File: src/rtl/trivium_stream_gen.sv
// -----------------------------------------------------------------------------
// trivium_stream_gen
//
// Trivium keystream generator that produces W keystream bits per clock. It
// handles its own sequencing: it loads the key and IV, runs the 1152-round
// warm-up, and then streams keystream words over a valid/ready handshake. It
// acts as the DRBG stream source between the seed path and the downstream
// conditioning/packing logic.
//
// Ports
//   clk        clock
//   rst        synchronous, active-high reset; aborts any session (no done)
//   start      begin a new session (only looked at while IDLE)
//   key        80-bit key, captured on the start-accept edge
//   iv         80-bit IV, captured on the start-accept edge
//   req_words  number of W-bit words to emit, 0 = unlimited; captured with start
//   ks_valid   ks_data holds a keystream word (GEN state)
//   ks_ready   downstream accepts the current word
//   ks_data    keystream word, bit 0 = earliest round
//   busy       session in progress (SETUP or GEN)
//   done       one-cycle pulse after the final requested word is accepted
//
// State bit s(n) of the Trivium description is stored in s_q[n-1].
// -----------------------------------------------------------------------------
module trivium_stream_gen #(
    parameter int W         = 8,
    parameter int KEY_WIDTH = 80,
    parameter int IV_WIDTH  = 80,
    parameter int CNT_WIDTH = 16
) (
    input  logic                 clk,
    input  logic                 rst,
    input  logic                 start,
    input  logic [KEY_WIDTH-1:0] key,
    input  logic [IV_WIDTH-1:0]  iv,
    input  logic [CNT_WIDTH-1:0] req_words,
    output logic                 ks_valid,
    input  logic                 ks_ready,
    output logic [W-1:0]         ks_data,
    output logic                 busy,
    output logic                 done
);

    // Clamp keeps the derived constants well-defined even when the
    // elaboration check below is about to reject W.
    localparam int W_SAFE      = (W >= 1 && W <= 64) ? W : 1;
    localparam int SETUP_EDGES = 1152 / W_SAFE;
    localparam int SCNT_W      = $clog2(SETUP_EDGES + 1);
    localparam logic [SCNT_W-1:0] SETUP_LAST = SCNT_W'(SETUP_EDGES - 1);

    generate
        if (W < 1 || W > 64 || (1152 % W_SAFE) != 0) begin : g_bad_w
            $error("trivium_stream_gen: W=%0d must be in 1..64 and divide 1152", W);
        end
        if (KEY_WIDTH != 80) begin : g_bad_key
            $error("trivium_stream_gen: KEY_WIDTH=%0d, Trivium needs 80", KEY_WIDTH);
        end
        if (IV_WIDTH != 80) begin : g_bad_iv
            $error("trivium_stream_gen: IV_WIDTH=%0d, Trivium needs 80", IV_WIDTH);
        end
    endgenerate

    typedef enum logic [1:0] {
        IDLE  = 2'd0,
        SETUP = 2'd1,
        GEN   = 2'd2
    } fsm_t;

    fsm_t                 fsm_q, fsm_d;
    logic [287:0]         s_q, s_d;
    logic [SCNT_W-1:0]    setup_cnt_q, setup_cnt_d;
    logic [CNT_WIDTH-1:0] word_cnt_q, word_cnt_d;
    logic [CNT_WIDTH-1:0] req_q, req_d;
    logic                 done_q, done_d;

    logic [287:0]         s_adv;
    logic [288:0]         rnd;
    logic [W-1:0]         z_bits;
    logic                 accept;
    logic                 last_word;

    // Initial Trivium state: key in s1..s80, IV in s94..s173, ones in s286..s288.
    function automatic logic [287:0] load_state(input logic [KEY_WIDTH-1:0] k,
                                                input logic [IV_WIDTH-1:0]  v);
        logic [287:0] st;
        st           = '0;
        st[79:0]     = k[79:0];
        st[172:93]   = v[79:0];
        st[287:285]  = 3'b111;
        return st;
    endfunction

    // One Trivium round. Returns {z, next_state}.
    function automatic logic [288:0] trivium_round(input logic [287:0] st);
        logic t1, t2, t3, z;
        t1 = st[65]  ^ st[92];
        t2 = st[161] ^ st[176];
        t3 = st[242] ^ st[287];
        z  = t1 ^ t2 ^ t3;
        t1 = t1 ^ (st[90]  & st[91])  ^ st[170];
        t2 = t2 ^ (st[174] & st[175]) ^ st[263];
        t3 = t3 ^ (st[285] & st[286]) ^ st[68];
        // Three shift registers: s1..s93 fed by t3, s94..s177 by t1,
        // s178..s288 by t2.
        return {z, st[286:177], t2, st[175:93], t1, st[91:0], t3};
    endfunction

    // W chained rounds from the registered state. With W <= 64 no output bit
    // needs a feedback bit produced within the same cycle, so every z bit
    // is a function of s_q alone.
    always_comb begin
        s_adv  = s_q;
        rnd    = '0;
        z_bits = '0;
        for (int j = 0; j < W; j++) begin
            rnd       = trivium_round(s_adv);
            z_bits[j] = rnd[288];
            s_adv     = rnd[287:0];
        end
    end

    assign ks_valid  = (fsm_q == GEN);
    assign ks_data   = (fsm_q == GEN) ? z_bits : '0;
    assign busy      = (fsm_q != IDLE);
    assign done      = done_q;
    assign accept    = ks_valid & ks_ready;
    // req_q == 0 means unlimited; the explicit guard keeps a wrapped counter
    // from ever matching it.
    assign last_word = (req_q != '0) && (word_cnt_q == (req_q - CNT_WIDTH'(1)));

    always_comb begin
        fsm_d       = fsm_q;
        s_d         = s_q;
        setup_cnt_d = setup_cnt_q;
        word_cnt_d  = word_cnt_q;
        req_d       = req_q;
        done_d      = 1'b0;

        case (fsm_q)
            IDLE: begin
                if (start) begin
                    s_d         = load_state(key, iv);
                    req_d       = req_words;
                    setup_cnt_d = '0;
                    word_cnt_d  = '0;
                    fsm_d       = SETUP;
                end
            end

            SETUP: begin
                s_d = s_adv;
                if (setup_cnt_q == SETUP_LAST) begin
                    setup_cnt_d = '0;
                    fsm_d       = GEN;
                end else begin
                    setup_cnt_d = setup_cnt_q + SCNT_W'(1);
                end
            end

            GEN: begin
                if (accept) begin
                    s_d        = s_adv;
                    word_cnt_d = word_cnt_q + CNT_WIDTH'(1);
                    if (last_word) begin
                        // Clear the secret state as the session closes.
                        s_d        = '0;
                        word_cnt_d = '0;
                        done_d     = 1'b1;
                        fsm_d      = IDLE;
                    end
                end
            end

            default: begin
                fsm_d = IDLE;
            end
        endcase
    end

    always_ff @(posedge clk) begin
        if (rst) begin
            fsm_q       <= IDLE;
            s_q         <= '0;
            setup_cnt_q <= '0;
            word_cnt_q  <= '0;
            req_q       <= '0;
            done_q      <= 1'b0;
        end else begin
            fsm_q       <= fsm_d;
            s_q         <= s_d;
            setup_cnt_q <= setup_cnt_d;
            word_cnt_q  <= word_cnt_d;
            req_q       <= req_d;
            done_q      <= done_d;
        end
    end

endmodule

File: config.mk
export PLATFORM = sky130hd
export DESIGN_NAME = trivium_stream_gen
export DESIGN_NICKNAME = d
export VERILOG_FILES = /design/src/rtl/trivium_stream_gen.sv
export SDC_FILE = /design/constraint.sdc
export NUM_CORES = 1
export LEC_CHECK = 0
export ABC_AREA = 1
export CAP_MARGIN = 20
export CORE_UTILIZATION = 40
export DETAILED_ROUTE_END_ITERATION = 10
export PLACE_DENSITY = 0.67
export REMOVE_ABC_BUFFERS = 1
export SLEW_MARGIN = 10
export SYNTH_ARGS = -nofsm -noshare
export SYNTH_HDL_FRONTEND = slang
export SYNTH_SLANG_ARGS = --single-unit
File: constraint.sdc
create_clock -name clk -period 3.91 [get_ports clk]
set_clock_uncertainty 0.15 [all_clocks]
set_input_delay 0.782 -clock clk [delete_from_list [all_inputs] [get_ports clk]]
set_output_delay 0.782 -clock clk [all_outputs]
set_load 0.01 [all_outputs]
==> flow_metrics.py <==
metrics = {
    "cells_and_area": {
        "final_cells": 3269,
        "num-nets-final": 2887,
        "syn2layout_area_growth_pct": 19.4,
        "postLayoutCoreUtil": 0.484,
        "drive_gt1_frac": 0.0392,
    },
    "worst_setup_path": {
        "path_max_fanout": 4,
        "crit_type": "reg -> out",
        "critPathCaptureType": "output port",
        "arrival_ns": 2.65,
        "cp.required_ns": 2.98,
        "cp-start-kind": "register",
    },
    "yosys": {
        "ys_ff_latch": 331,
        "netlist_instances": 2612,
        "synth_xor_area_frac": 0.0458,
        "synth-compound-area-share": 0.203,
        "ys_seq_area_frac": 0.390,
        "synth_cell_type_count": 35,
        "synth_top_family_by_area": "simple AND/OR/NAND/NOR gates",
        "synthMuxAreaShare": 0,
        "postSynthAreaPerCell_sq_um": 6.51,
        "syn_area_sq_mm": 0.0170,
        "synth_adder_area_share": 0.00515,
        "yosys_warnings": 0,
        "synthSimpleGateAreaFrac": 0.233,
    },
    "timing": {
        "tns_ns": 0,
        "final-hold-violation-count": 0,
        "relSlewSlack": 0.337,
        "max_freq_mhz": 279,
        "maxSlewViolCount": 0,
        "period_share": 0.915,
        "setup_viol_count_final": 0,
        "setup_slack_ns": 0.332,
        "tightest_slew_ns": 0.995,
        "rsz0062_at_grt": "no",
        "final.min_clock_period_ns": 3.58,
    },
    "clock_tree": {
        "htreeDepth": 2,
        "clock_path_buffers": 3,
        "cts_resized": 0,
        "root_buffer": "clkbuf_16",
        "clk_latency_ns": 0.56,
        "cts_setup_buffers": 0,
        "clock_sink_count": 331,
        "numCtsBuffers": 39,
        "clkTransAtPathRegs_ns": 0.06,
        "cts_tree": "done",
        "hold_buffers": 0,
    },
    "run_status": {
        "status": "finished, violations left",
        "violations": "design-rule violations",
    },
    "routing": {
        "drtPass1Iterations": 11,
        "ant_nets": 0,
        "drt_iter0_markers": 1421,
        "vias": 16300,
        "totalWireLength_um": 47000,
        "vias_per_cell": 4.97,
        "wl_per_cell_um": 14.4,
        "route.detailed.drc": 2,
    },
    "power": {
        "power_density_mw_per_mm2": 696,
        "power_leakage_nw": 8.09,
        "ir_worst_vdd_uv": 542,
    },
    "placed_design": {
        "post-place-ws_ns": 0.683,
        "portBuffers": 190,
        "dp_cells": 3198,
        "dpl.hpwl_um": 29400,
        "gp_congestion": 0.927,
    },
    "job": {
        "maxCapViolations": 0,
    },
    "grt": {
        "grt_overflow_total": 0,
        "grt_max_degree": 175,
        "antenna_found_initial": 2,
        "grtUsageTotal": 0.213,
        "grt_pass1_wl_um": 76700,
        "grt_pass1_vias": 15100,
    },
    "floorplanning": {
        "fp.dieH_um": 208,
        "start_util": 0.405,
        "ioPinCount": 191,
        "core_sq_mm": 0.0419,
        "die_w_um": 208,
        "std_cell_rows": 75,
        "die-area_sq_mm": 0.0434,
    },
    "min_path": {
        "hold_class": "reg -> reg",
    },
}
## worst max-delay path: stages (launching register included)
cell	delay (ns)
dfxtp_1	0.41
xnor2_1	0.36
xor2_1	0.27
o21ai_0	0.11
a21oi_1	0.32
clkdlybuf4s50_1	0.62
## layer usage
metal  vias up  share of wire  track usage
met5         -              0            0
met4         0          0.023       0.0651
met3        73          0.051       0.0355
met1      7406           0.47        0.297
li1       8381              -            -
met2       390           0.45        0.336
## worst paths after layout
path	to	slack, ns	cells after the start	start
setup reg to reg	s_q[46]	0.81	17	req_q[0]
hold / removal	s_q[207]	0.31	2	s_q[207]
hold reg to reg	s_q[207]	0.31	2	s_q[207]
setup / recovery	ks_data[4]	0.33	5	s_q[61]
## placed cells by master (no fill, tap or decap), types with 4 or more instances in the layout
cell type	instances
o21ai_0	195
nor3_1	13
nand2_2	4
clkbuf_1	11
o21ai_1	5
dfxtp_1	331
ha_1	6
a21oi_1	471
nand2_1	703
buf_4	17
inv_2	6
inv_1	318
xnor2_1	35
o21a_1	8
clkbuf_8	15
xor2_1	54
nand4_1	8
nand3b_1	5
clkbuf_16	40
nand3_1	49
clkdlybuf4s50_1	189
nor2_2	4
buf_12	7
nor2_1	208
## final cells by class
class,count,area [sq um]
Clock buffer,66,1250
Clock inverter,3,30.0
Sequential cell,331,6630
Antenna cell,2,5.00
Inverter,329,1250
Multi-Input combinational cell,1786,8310
Fill cell,4210,21600
Tap cell,539,674
Timing Repair Buffer,213,2160
## cell families (layout without fill, tap and decap cells)
logic type / count (synthesis) / in the layout
adders and majority gates: 7 / 7
AOI/OAI and AO/OA: 685 / 685
xor gates and xnor gates: 89 / 89
DFF: 331 / 331
buffers and inverters: 495 / 611
and+or+nand+nor: 1005 / 1005
other: 0 / 2
## synthesized netlist by cell type (all sizes together)
| library cell | count | share of area |
|---|---|---|
| nor3b | 3 | 0.0013 |
| clkbuf | 128 | 0.028 |
| nor2 | 215 | 0.049 |
| xnor2 | 35 | 0.018 |
| xor2 | 54 | 0.028 |
| dfxtp | 331 | 0.39 |
| nand3 | 49 | 0.014 |
| nand2 | 709 | 0.16 |
| o21a | 8 | 0.0035 |
| nor3 | 13 | 0.0038 |
| a31oi | 2 | 0.00074 |
| a21oi | 471 | 0.14 |
| buf | 38 | 0.022 |
| o21ai | 200 | 0.059 |
| a2111oi | 1 | 0.00052 |
| and3 | 1 | 0.00037 |
| o22ai | 2 | 0.00074 |
| inv | 328 | 0.072 |
| nand3b | 5 | 0.0022 |
| clkinv | 1 | 0.00022 |
| ha | 7 | 0.0051 |
| a41oi | 1 | 0.00052 |
| nand4 | 8 | 0.0029 |
| or2 | 2 | 0.00074 |
## sequential cells by signal, summed over array words and instances (netlist names)
register,count
done,1
fsm_q,2
s_q,288
req_q,16
setup_cnt_q,8
word_cnt_q,16
## stage by stage
| stage | hold slack [ns] | instance area [sq um] | power (W) |
|---|---|---|---|
| detailed placement | 0.306 | 19000 | 0.0106 |
| CTS | 0.314 | 20300 | 0.0142 |
| global placement | 0.301 | 19000 | 0.0105 |
| global route | 0.329 | 20300 | 0.0152 |
| finish | 0.314 | 20300 | 0.0141 |
| floorplan | 0.289 | 16100 | 0.00855 |
## report_power, final
group | total [W] | switching, W | leakage [nW] | internal, W
logic | 0.00597 | 0.00420 | 4.75 | 0.00176
clock network | 0.00361 | 0.00144 | 0.629 | 0.00216
registers | 0.00456 | 0.000479 | 2.71 | 0.00409
total | 0.0141 | 0.00613 | 8.09 | 0.00801
No activity file was read; power rests on OpenSTA's default activity.
